**config.mk**
```make
export PLATFORM = sky130hd
export DESIGN_NAME = easyaxi_rd_slv_ost_flat
export DESIGN_NICKNAME = d
export VERILOG_FILES = /design/src/rtl/easyaxi_pkg.sv /design/src/rtl/easyaxi_rd_slv_ost_if.sv /design/src/rtl/easyaxi_burst_addr.sv /design/src/rtl/easyaxi_rd_slv_ost.sv /design/src/flat_wrapper.sv
export SDC_FILE = /design/constraint.sdc
export NUM_CORES = 1
export LEC_CHECK = 0
export CAP_MARGIN = 20
export CORE_MARGIN = 10
export CORE_UTILIZATION = 55
export CTS_CLUSTER_SIZE = 40
export DETAILED_ROUTE_END_ITERATION = 8
export PLACE_DENSITY_LB_ADDON = 0.08
export SYNTH_ARGS = -nofsm -noshare
export SYNTH_HDL_FRONTEND = slang
export SYNTH_SLANG_ARGS = --single-unit
```
**constraint.sdc**
```tcl
create_clock -name clk -period 8.05 [get_ports clk]
set_input_delay 2.415 -clock clk [delete_from_list [all_inputs] [get_ports clk]]
set_output_delay 2.415 -clock clk [all_outputs]
set_load 0.02 [all_outputs]
```
**src/rtl/easyaxi_pkg.sv**
```systemverilog
// AXI encodings, field widths and a ceil-log2 helper shared by the EasyAXI
// read and write slaves.
package easyaxi_pkg;

  localparam int LEN_W   = 8;
  localparam int SIZE_W  = 3;
  localparam int BURST_W = 2;
  localparam int RESP_W  = 2;

  localparam logic [BURST_W-1:0] BURST_FIXED = 2'b00;
  localparam logic [BURST_W-1:0] BURST_INCR  = 2'b01;
  localparam logic [BURST_W-1:0] BURST_WRAP  = 2'b10;

  localparam logic [RESP_W-1:0] RESP_OKAY   = 2'b00;
  localparam logic [RESP_W-1:0] RESP_EXOKAY = 2'b01;
  localparam logic [RESP_W-1:0] RESP_SLVERR = 2'b10;
  localparam logic [RESP_W-1:0] RESP_DECERR = 2'b11;

  function automatic int clog2(input int n);
    int r;
    r = 0;
    for (int v = n - 1; v > 0; v = v >> 1) r++;
    return r;
  endfunction

endpackage

```
**src/rtl/easyaxi_rd_slv_ost_if.sv**
```systemverilog
// AR and R channel bundle of an AXI read port.
interface easyaxi_rd_slv_ost_if
  import easyaxi_pkg::*;
#(
  parameter int ID_W   = 4,
  parameter int ADDR_W = 16,
  parameter int DATA_W = 32
);

  logic                 arvalid;
  logic                 arready;
  logic [ID_W-1:0]      arid;
  logic [ADDR_W-1:0]    araddr;
  logic [LEN_W-1:0]     arlen;
  logic [SIZE_W-1:0]    arsize;
  logic [BURST_W-1:0]   arburst;

  logic                 rvalid;
  logic                 rready;
  logic [ID_W-1:0]      rid;
  logic [DATA_W-1:0]    rdata;
  logic [RESP_W-1:0]    rresp;
  logic                 rlast;

  modport master (
    output arvalid, arid, araddr, arlen, arsize, arburst, rready,
    input  arready, rvalid, rid, rdata, rresp, rlast
  );

  modport slave (
    input  arvalid, arid, araddr, arlen, arsize, arburst, rready,
    output arready, rvalid, rid, rdata, rresp, rlast
  );

endinterface

```
**src/rtl/easyaxi_burst_addr.sv**
```systemverilog
// Combinational AXI beat-address generator for FIXED/INCR/WRAP bursts.
module easyaxi_burst_addr
  import easyaxi_pkg::*;
#(
  parameter int ADDR_W = 16
) (
  input  logic [ADDR_W-1:0]  start_addr,
  input  logic [LEN_W-1:0]   len,
  input  logic [SIZE_W-1:0]  size,
  input  logic [BURST_W-1:0] burst,
  input  logic [LEN_W-1:0]   beat,
  output logic [ADDR_W-1:0]  beat_addr
);

  logic [ADDR_W-1:0] bytes;
  logic [ADDR_W-1:0] aligned;
  logic [ADDR_W-1:0] offset;
  logic [ADDR_W-1:0] wrap_mask;
  logic [ADDR_W-1:0] incr_addr;
  logic [ADDR_W-1:0] wrap_addr;

  always_comb begin
    bytes     = ADDR_W'(1) << size;
    aligned   = start_addr & ~(bytes - ADDR_W'(1));
    offset    = ADDR_W'(beat) << size;
    wrap_mask = ((ADDR_W'(len) + ADDR_W'(1)) << size) - ADDR_W'(1);
    incr_addr = aligned + offset;
    // window base stays fixed, only the in-window offset advances
    wrap_addr = (aligned & ~wrap_mask) | (incr_addr & wrap_mask);
    if (beat == '0 || burst == BURST_FIXED) beat_addr = start_addr;
    else if (burst == BURST_WRAP)           beat_addr = wrap_addr;
    else                                    beat_addr = incr_addr;
  end

endmodule

```
**src/rtl/easyaxi_rd_slv_ost.sv**
```systemverilog
// AXI read slave with OST_DEPTH outstanding requests, returned strictly in
// acceptance order, each released RD_LAT cycles after its AR handshake.
module easyaxi_rd_slv_ost
  import easyaxi_pkg::*;
#(
  parameter int              OST_DEPTH     = 8,
  parameter int              ADDR_W        = 16,
  parameter int              ID_W          = 4,
  parameter int              DATA_W        = 32,
  parameter int              MAX_BURST_LEN = 8,
  parameter int              RD_LAT        = 2,
  parameter logic [63:0]     BASE_ADDR     = 64'h0,
  parameter logic [63:0]     WIN_SIZE      = 64'h1000,
  parameter logic [ID_W-1:0] ERR_ID        = 'hF
) (
  input  logic                  clk,
  input  logic                  rst_n,
  input  logic                  enable,
  easyaxi_rd_slv_ost_if.slave   axi_slv
);

  localparam int PTR_W    = clog2(OST_DEPTH);
  localparam int CNT_W    = PTR_W + 1;
  localparam int LAT_W    = clog2(RD_LAT + 2);
  localparam int SIZE_MAX = clog2(DATA_W / 8);

  logic [ID_W-1:0]    id_q    [OST_DEPTH];
  logic [ADDR_W-1:0]  addr_q  [OST_DEPTH];
  logic [LEN_W-1:0]   len_q   [OST_DEPTH];
  logic [SIZE_W-1:0]  size_q  [OST_DEPTH];
  logic [BURST_W-1:0] burst_q [OST_DEPTH];
  logic [RESP_W-1:0]  resp_q  [OST_DEPTH];
  logic               errid_q [OST_DEPTH];
  logic               vld_q   [OST_DEPTH];
  logic [LAT_W-1:0]   lat_q   [OST_DEPTH];

  logic [PTR_W-1:0]   req_ptr, cmp_ptr;
  logic [CNT_W-1:0]   cnt_q;
  logic [LEN_W-1:0]   beat_q;
  logic               rdy_en_q;
  logic               head_valid, head_last;
  logic               ar_hs, r_hs, last_hs;
  logic               in_win, bad_req;
  logic [RESP_W-1:0]  ar_resp;
  logic [ADDR_W-1:0]  head_addr;

  // error class is resolved once at acceptance and stored with the slot
  always_comb begin
    in_win  = (64'(axi_slv.araddr) >= BASE_ADDR) &&
              (64'(axi_slv.araddr) < BASE_ADDR + WIN_SIZE);
    bad_req = (axi_slv.arburst == 2'b11) ||
              (axi_slv.arburst == BURST_WRAP &&
               !(axi_slv.arlen inside {8'd1, 8'd3, 8'd7, 8'd15})) ||
              (int'(axi_slv.arlen) + 1 > MAX_BURST_LEN) ||
              (int'(axi_slv.arsize) > SIZE_MAX);
    if (!in_win)      ar_resp = RESP_DECERR;
    else if (bad_req) ar_resp = RESP_SLVERR;
    else              ar_resp = RESP_OKAY;
  end

  assign head_valid = vld_q[cmp_ptr] && (lat_q[cmp_ptr] == '0);
  assign head_last  = (beat_q == len_q[cmp_ptr]);
  assign ar_hs      = axi_slv.arvalid && axi_slv.arready;
  assign r_hs       = head_valid && axi_slv.rready;
  assign last_hs    = r_hs && head_last;

  assign axi_slv.arready = rdy_en_q && enable && (cnt_q != CNT_W'(OST_DEPTH));
  assign axi_slv.rvalid  = head_valid;
  assign axi_slv.rlast   = head_valid && head_last;
  assign axi_slv.rid     = head_valid ? id_q[cmp_ptr] : '0;
  assign axi_slv.rdata   = head_valid ? DATA_W'({id_q[cmp_ptr], head_addr}) : '0;

  always_comb begin
    axi_slv.rresp = RESP_OKAY;
    if (head_valid) begin
      if (resp_q[cmp_ptr] != RESP_OKAY)      axi_slv.rresp = resp_q[cmp_ptr];
      else if (head_last && errid_q[cmp_ptr]) axi_slv.rresp = RESP_SLVERR;
    end
  end

  easyaxi_burst_addr #(.ADDR_W(ADDR_W)) u_burst_addr (
    .start_addr (addr_q[cmp_ptr]),
    .len        (len_q[cmp_ptr]),
    .size       (size_q[cmp_ptr]),
    .burst      (burst_q[cmp_ptr]),
    .beat       (beat_q),
    .beat_addr  (head_addr)
  );

  always_ff @(posedge clk or negedge rst_n) begin
    if (!rst_n) begin
      rdy_en_q <= 1'b0;
      req_ptr  <= '0;
      cmp_ptr  <= '0;
      cnt_q    <= '0;
      beat_q   <= '0;
      for (int i = 0; i < OST_DEPTH; i++) begin
        vld_q[i] <= 1'b0;
        lat_q[i] <= '0;
      end
    end else begin
      rdy_en_q <= 1'b1;
      for (int i = 0; i < OST_DEPTH; i++) begin
        if (lat_q[i] != '0) lat_q[i] <= lat_q[i] - LAT_W'(1);
      end
      if (r_hs) beat_q <= last_hs ? '0 : beat_q + LEN_W'(1);
      if (last_hs) begin
        vld_q[cmp_ptr] <= 1'b0;
        cmp_ptr        <= cmp_ptr + PTR_W'(1);
      end
      // a load overrides the decrement above for the newly written slot
      if (ar_hs) begin
        vld_q[req_ptr] <= 1'b1;
        lat_q[req_ptr] <= LAT_W'(RD_LAT);
        req_ptr        <= req_ptr + PTR_W'(1);
      end
      cnt_q <= cnt_q + CNT_W'(ar_hs) - CNT_W'(last_hs);
    end
  end

  always_ff @(posedge clk) begin
    if (ar_hs) begin
      id_q[req_ptr]    <= axi_slv.arid;
      addr_q[req_ptr]  <= axi_slv.araddr;
      len_q[req_ptr]   <= axi_slv.arlen;
      size_q[req_ptr]  <= axi_slv.arsize;
      burst_q[req_ptr] <= axi_slv.arburst;
      resp_q[req_ptr]  <= ar_resp;
      errid_q[req_ptr] <= (axi_slv.arid == ERR_ID);
    end
  end

endmodule

```
**src/flat_wrapper.sv**
```systemverilog
// flat-port wrapper written by rule: the top's interface ports become plain ports
module easyaxi_rd_slv_ost_flat import easyaxi_pkg::*;
#(
  parameter int              OST_DEPTH     = 8,
  parameter int              ADDR_W        = 16,
  parameter int              ID_W          = 4,
  parameter int              DATA_W        = 32,
  parameter int              MAX_BURST_LEN = 8,
  parameter int              RD_LAT        = 2,
  parameter logic [63:0]     BASE_ADDR     = 64'h0,
  parameter logic [63:0]     WIN_SIZE      = 64'h1000,
  parameter logic [ID_W-1:0] ERR_ID        = 'hF
)
  (clk, rst_n, enable, axi_slv_arvalid, axi_slv_arid, axi_slv_araddr, axi_slv_arlen, axi_slv_arsize, axi_slv_arburst, axi_slv_rready, axi_slv_arready, axi_slv_rvalid, axi_slv_rid, axi_slv_rdata, axi_slv_rresp, axi_slv_rlast);
  easyaxi_rd_slv_ost_if #(.ID_W(ID_W), .ADDR_W(ADDR_W), .DATA_W(DATA_W)) axi_slv_i ();
  input  logic clk;
  input  logic rst_n;
  input  logic enable;
  input wire logic [$bits(axi_slv_i.arvalid)-1:0] axi_slv_arvalid;
  input wire logic [$bits(axi_slv_i.arid)-1:0] axi_slv_arid;
  input wire logic [$bits(axi_slv_i.araddr)-1:0] axi_slv_araddr;
  input wire logic [$bits(axi_slv_i.arlen)-1:0] axi_slv_arlen;
  input wire logic [$bits(axi_slv_i.arsize)-1:0] axi_slv_arsize;
  input wire logic [$bits(axi_slv_i.arburst)-1:0] axi_slv_arburst;
  input wire logic [$bits(axi_slv_i.rready)-1:0] axi_slv_rready;
  output wire logic [$bits(axi_slv_i.arready)-1:0] axi_slv_arready;
  output wire logic [$bits(axi_slv_i.rvalid)-1:0] axi_slv_rvalid;
  output wire logic [$bits(axi_slv_i.rid)-1:0] axi_slv_rid;
  output wire logic [$bits(axi_slv_i.rdata)-1:0] axi_slv_rdata;
  output wire logic [$bits(axi_slv_i.rresp)-1:0] axi_slv_rresp;
  output wire logic [$bits(axi_slv_i.rlast)-1:0] axi_slv_rlast;
  assign axi_slv_i.arvalid = axi_slv_arvalid;
  assign axi_slv_i.arid = axi_slv_arid;
  assign axi_slv_i.araddr = axi_slv_araddr;
  assign axi_slv_i.arlen = axi_slv_arlen;
  assign axi_slv_i.arsize = axi_slv_arsize;
  assign axi_slv_i.arburst = axi_slv_arburst;
  assign axi_slv_i.rready = axi_slv_rready;
  assign axi_slv_arready = axi_slv_i.arready;
  assign axi_slv_rvalid = axi_slv_i.rvalid;
  assign axi_slv_rid = axi_slv_i.rid;
  assign axi_slv_rdata = axi_slv_i.rdata;
  assign axi_slv_rresp = axi_slv_i.rresp;
  assign axi_slv_rlast = axi_slv_i.rlast;
  easyaxi_rd_slv_ost #(.OST_DEPTH(OST_DEPTH), .ADDR_W(ADDR_W), .ID_W(ID_W), .DATA_W(DATA_W), .MAX_BURST_LEN(MAX_BURST_LEN), .RD_LAT(RD_LAT), .BASE_ADDR(BASE_ADDR), .WIN_SIZE(WIN_SIZE), .ERR_ID(ERR_ID)) u_core (.clk(clk), .rst_n(rst_n), .enable(enable), .axi_slv(axi_slv_i));
endmodule
```
; Yosys cells after proc, flatten, opt, wreduce, memory -nomap -nowiden
; Memory sizes are Yosys's and may differ from the RTL's.
; Index checks and enable logic that the tools add are counted.
[word_totals]
reg_bits = 43
ram_bits = 288
input_bits = 38
output_inout_bits = 41
word_cells = 144
memories = 7
[mem_list]
columns = name, words, word_bits, rd, rd_clocked_by_memory_dff, write_ports, line_no
row1 = u_core.addr_q, 8, 16, 1, 0, 1, easyaxi_rd_slv_ost.sv:28  ; logic [ADDR_W-1:0] addr_q [OST_DEPTH];
row2 = u_core.len_q, 8, 8, 1, 0, 1, easyaxi_rd_slv_ost.sv:29  ; logic [LEN_W-1:0] len_q [OST_DEPTH];
row3 = u_core.id_q, 8, 4, 1, 0, 1, easyaxi_rd_slv_ost.sv:27  ; logic [ID_W-1:0] id_q [OST_DEPTH];
row4 = u_core.size_q, 8, 3, 1, 0, 1, easyaxi_rd_slv_ost.sv:30  ; logic [SIZE_W-1:0] size_q [OST_DEPTH];
row5 = u_core.burst_q, 8, 2, 1, 0, 1, easyaxi_rd_slv_ost.sv:31  ; logic [BURST_W-1:0] burst_q [OST_DEPTH];
row6 = u_core.resp_q, 8, 2, 1, 0, 1, easyaxi_rd_slv_ost.sv:32  ; logic [RESP_W-1:0] resp_q [OST_DEPTH];
row7 = 1 more memories, n/a, n/a, n/a, n/a, n/a, n/a
[classes]
addsub = 18
order_cmp = 7
eq_ne = 10
n_shift = 3
mux = 35
bitwise_logic = 14
reduce_logical = 29
[ops]
columns = operator, count
row1 = $and A16 B16 Y16, 3
row2 = $mux W16, 3
row3 = $gt A32 B5 Y1 const B, 1
row4 = $mux W2, 16
row5 = $not A16 Y16, 2
row6 = $sub A16 B1 Y16 const B, 2
row7 = $mux W8, 3
row8 = $mux W20, 1
row9 = $add A8 B1 Y9 const B, 2
row10 = $reduce_bool A2 Y1, 9
row11 = $add A16 B16 Y16, 1
row12 = $and A8 B8 Y8, 2
row13 = $lt A16 B13 Y1 const B, 1
row14 = $not A8 Y8, 2
row15 = $or A16 B16 Y16, 1
row16 = $or A8 B8 Y8, 2
row17 = $shl A1 B3 Y16 const A, 1
row18 = $shl A8 B3 Y16, 1
row19 = $shl A9 B3 Y16, 1
row20 = $sub A2 B1 Y2 const B, 8
row21 = $logic_and A1 B1 Y1, 11
row22 = $add A8 B1 Y8 const B, 1
row23 = $eq A8 B1 Y1 const B, 1
row24 = $eq A8 B2 Y1 const B, 1
row25 = other kinds (24), 40

; Logic depth before layout (Yosys ltp)
[depth]
word_depth = 11
depth_mapped = 25
depth_no_buf = 21

; Modules after synthesis
; Synthesis repeated with hierarchy kept, for this count alone.
[hier_totals]
cells_unflattened = 1032
hier_area_um2 = 15628.7
[by_module_without_submodules]
columns = mod, n_inst, cells_each, area_per_inst_um2, seq_area_each_um2
row1 = easyaxi_rd_slv_ost, 1, 695, 13295.3, 9724.3
row2 = easyaxi_burst_addr, 1, 337, 2333.5, 0.0

; Worst setup path before layout
; OpenSTA, ideal clock, no wires.
[synth_path]
path_kind = register -> output
start = register u_core.cmp_ptr[0]
end = output axi_slv_rdata[14]
t_arrival_ps = 5753
required_time_ps = 5635
slack_ps = -118
path_stages_with_launch = 24
n_path_buf = 7
path_cell_list = dfrtp_1 buf_6 buf_8 buf_2 buf_2 buf_2 buf_1 clkbuf_1 mux4_2 mux2i_1 nor2_1 ha_1 fa_1 a21o_1 a21oi_1 o21bai_1 a21oi_1 o21bai_1 a21oi_1 o211ai_1 a31o_2 a21oi_1 xnor2_1 a41o_1
[synth_between]
elab_chain_len = 11
word_cells_on_any_way = 32
cone_classes = add/sub (4) / eq/ne (1) / shift (3) / mux (9) / bitwise (7) / reduce/logical (4) / memory (4)
[synth_rtl]
columns = item, line_no
row1 = from (decl), easyaxi_rd_slv_ost.sv:37  ; logic [PTR_W-1:0] req_ptr, cmp_ptr;
row2 = from (signal assigned), easyaxi_rd_slv_ost.sv:109  ; cmp_ptr <= cmp_ptr + PTR_W'(1);
row3 = $mem_v2 Z8 W3, n/a
row4 = $shl A1 B3 Y16, easyaxi_burst_addr.sv:23  ; bytes = ADDR_W'(1) << size;
row5 = $sub A16 B1 Y16, easyaxi_burst_addr.sv:24  ; aligned = start_addr & ~(bytes - ADDR_W'(1));
row6 = $not A16 Y16, easyaxi_burst_addr.sv:24
row7 = $and A16 B16 Y16, easyaxi_burst_addr.sv:24
row8 = $add A16 B16 Y16, easyaxi_burst_addr.sv:27  ; incr_addr = aligned + offset;
row9 = $and A16 B16 Y16, easyaxi_burst_addr.sv:29  ; wrap_addr = (aligned & ~wrap_mask) | (incr_addr & wrap_mask);
row10 = $or A16 B16 Y16, easyaxi_burst_addr.sv:29
row11 = $mux W16, easyaxi_burst_addr.sv:31  ; else if (burst == BURST_WRAP) beat_addr = wrap_addr;
row12 = $mux W16, easyaxi_burst_addr.sv:30  ; if (beat == '0 || burst == BURST_FIXED) beat_addr = start_addr;
row13 = $mux W20 (*), easyaxi_rd_slv_ost.sv:71  ; assign axi_slv.rdata = head_valid ? DATA_W'({id_q[cmp_ptr], head_addr}) : '0;
row14 = to (decl), flat_wrapper.sv:29  ; output wire logic [$bits(axi_slv_i.rdata)-1:0] axi_slv_rdata;
; Mark *: on every way between the ends. The rest lies on a longest branch, timed or not. The select of a mux whose other input is x is not followed.

; Worst setup path in the final report
[layout_path]
start = register u_core.cmp_ptr[0]
end = output axi_slv_rdata[15]
; The elaborated chain is that of the path after synthesis.

==> results.py <==
metrics = {
    "layout": {
        "area_growth_pct": 14.6,
        "seq_area_mm2": 0.00973,
        "drive_above_1_share": 0.192,
        "multi_input_area_mm2": 0.00574,
        "diodes": 0,
        "nets": 1221,
        "n_fill_cell": 2072,
    },
    "logic_synthesis": {
        "yosysWarnings": 0,
        "synth_area_mm2": 0.0158,
        "synth-async-reset-ratio": 0.130,
        "syn_area_per_cell_um2": 14.7,
        "yosysSeqAreaShare": 0.617,
        "syn-instance-count": 1071,
        "synth_cell_type_count": 77,
        "synth-main-ff-cell": "edfxtp_1",
        "synth_edf_count": 288,
        "ys_top_cells_by_area": "edfxtp_1, mux4_2, dfrtp_1",
        "synth_top_area_share": 0.548,
        "yosys_register_bits": 331,
        "synth_top_cell_by_area": "edfxtp_1",
    },
    "route": {
        "drtIter0Drc": 817,
        "drc_errors": 0,
        "viasPerCell": 6.10,
        "wl_per_cell_um": 23.0,
        "antenna_left": 0,
        "num_vias": 9496,
        "drt-pass1-iter-count": 5,
        "drt_wl_total_mm": 35.8,
    },
    "critical_path": {
        "cp-start-kind": "flip-flop",
        "crit_fanout": 26,
        "cp.arrival_ps": 5560,
        "worstSetupPathType": "flip-flop to output pin",
        "critPathRequiredTime_ps": 5640,
        "crit_path_end_kind": "output pin",
    },
    "sta": {
        "period_share": 0.990,
        "holdWs_ps": 452,
        "setup-tns-final_ps": 0,
        "finalSetupViolations": 0,
        "fmax_ghz": 0.125,
        "rsz0062_at_grt": "yes",
        "finalMaxSlewViolations": 0,
        "max_slew_margin": 0.260,
        "tightest_slew_ps": 1110,
        "min_period_ps": 7970,
        "clock_skew_ps": 21.0,
        "hold_viol": 0,
    },
    "floorplan": {
        "rows": 61,
        "die-width_um": 189,
        "start_util": 0.563,
        "die-area_mm2": 0.0358,
        "io_pins": 79,
        "coreArea_mm2": 0.0280,
        "fp.dieH_um": 189,
    },
    "cts": {
        "cts_sinks": 331,
        "cts_hold_buf": 0,
        "clk_pin_slew_worst_paths_ps": 60,
        "cts_tree": "yes",
        "max-clock-path-buffers": 3,
        "htree_levels": 2,
        "cts_buffers": 35,
        "clk_latency_ps": 510,
        "root_buffer": "clkbuf_16",
    },
    "place": {
        "place.gp.congestion": 0.900,
        "place_hpwl_mm": 23.1,
        "portBuffers": 66,
    },
    "global_routing": {
        "grt.overflow.total": 0,
        "grtUsageTotal": 0.200,
        "grt_max_degree": 44,
        "antenna_found_initial": 0,
        "grt_first_pass_wirelength_mm": 56.1,
        "grt_pass1_vias": 9708,
    },
    "job": {
        "maxCapViolCount": 0,
    },
    "hold_path": {
        "hold_path.class": "flip-flop to flip-flop",
    },
    "status": {
        "outcome": "completed",
    },
    "pwr": {
        "cellPowerDensity_mw_per_mm2": 296,
        "p_leak_nw": 6.31,
        "peakVddDrop_mv": 0.240,
    },
}
where the power goes:
group	total (mW)	switching, mW	internal (mW)
sequential	2.05	0.0711	1.98
clock	1.51	0.626	0.885
combinational	1.79	1.04	0.751
total	5.36	1.74	3.62
timing repair:
action / CTS / global route
setup endpoints to repair: 7 / 10
cloned: 1 / 0
buffers inserted: 5 / 0
resized for setup: 9 / 20
pin swaps: 1 / 1
sequential cells by signal, summed over array words and instances, names as in the netlist:
signal / count
u_core.addr_q: 128
u_core.beat_q: 8
u_core.burst_q: 16
u_core.cmp_ptr: 3
u_core.cnt_q: 4
u_core.errid_q: 8
u_core.id_q: 32
u_core.lat_q: 16
u_core.len_q: 64
u_core.rdy_en_q: 1
u_core.req_ptr: 3
u_core.resp_q: 16
u_core.size_q: 24
u_core.vld_q: 8
synthesized netlist by cell type (all sizes together) (3+ instances only):
cell and count:
edfxtp 288, nand2 74, mux4 72, nor2 64, mux2i 46, buf 44
dfrtp 43, a21oi 40, o21ai 39, xnor2 28, ha 27, nor3 25
clkbuf 24, inv 21, nand3 20, mux2 15, nand2b 14, xor2 13
a21o 11, and3 11, nor3b 11, or2 11, o31ai 10, a211oi 9
nand4 9, and2 7, a31oi 6, nor2b 6, nor4 6, nor4b 6
o22ai 6, or3 6, o21bai 5, o311a 4, o311ai 4, a2111oi 3
a211o 3, a311o 3, and4 3, o211a 3, o31a 3
metrics by stage:
stage,setup WS [ps],std cells,area [um2],util,power (mW)
finish,78.6,1556,18100,0.645,5.36
global placement,313,1489,16900,0.602,3.82
detailed placement,258,1489,16900,0.602,3.84
global route,-165,1556,18100,0.645,5.65
floorplan,108,1082,15800,-,3.29
CTS,2.87,1556,18000,0.644,5.38
area by class of cell:
class	instances	share of cell area
clock buffer	46	0.0518
clock inverter	15	0.00727
inverter	21	0.00436
multi-input combinational	662	0.318
sequential	331	0.538
tap	378	0.0262
timing repair buffer	103	0.0545
logic make-up after synthesis:
group	count (synthesis)	share of synthesized area
muxes	133	0.145
other	2	0.000476
xor gates and xnor gates	41	0.0228
adders and majority gates	29	0.0240
and+or+nand+nor	281	0.0910
buffers and inverters	89	0.0290
DFF	331	0.617
AOI/OAI and AO/OA	165	0.0708
worst max-delay path: stages (launching register included):
cell	delay, ps
dfrtp_4	520
buf_16	250
mux4_2	530
mux2_4	340
ha_1	270
o21a_1	230
a21oi_1	300
nor3_2	120
o311ai_2	390
nand3_4	130
or4b_4	540
or4_1	480
a311o_1	270
nand3_1	70
clkdlybuf4s50_1	610
path summary, 6_finish.rpt:
path,from,end,slack [ps],cells past startpoint
worst max-delay path,u_core.cmp_ptr[0]$_DFFE_PN0P_,axi_slv_rdata[15],80,14
worst min-delay path,u_core.lat_q[10]$_DFF_PN0_,u_core.lat_q[10]$_DFF_PN0_,450,1
worst max register to register,u_core.cmp_ptr[0]$_DFFE_PN0P_,u_core.cnt_q[2]$_DFF_PN0_,2880,14
min in group asynchronous,rst_n,u_core.beat_q[0]$_DFFE_PN0P_,2080,1
max in group asynchronous,rst_n,u_core.cmp_ptr[0]$_DFFE_PN0P_,5250,1
worst min register to register,u_core.lat_q[10]$_DFF_PN0_,u_core.lat_q[10]$_DFF_PN0_,450,1
layer usage:
metal | GRT usage | vias up | wire, um
li1 | - | 4316 | -
met1 | 0.279 | 4855 | 16000
met2 | 0.317 | 277 | 17000
met3 | 0.0399 | 48 | 2200
met4 | 0.0467 | 0 | 597
met5 | 0 | - | 0
cell usage in the layout, fill, tap and decap left out, drive strengths merged, types with 15 or more instances in the layout:
| cell type | n |
|---|---|
| edfxtp | 288 |
| nand2 | 74 |
| mux4 | 72 |
| nor2 | 64 |
| clkdlybuf4s50 | 59 |
| clkbuf | 48 |
| mux2i | 46 |
| dfrtp | 43 |
| a21oi | 40 |
| o21ai | 39 |
| buf | 37 |
| xnor2 | 28 |
| ha | 27 |
| nor3 | 25 |
| inv | 23 |
| nand3 | 20 |
| mux2 | 15 |
(Power assumes the default switching activity.)
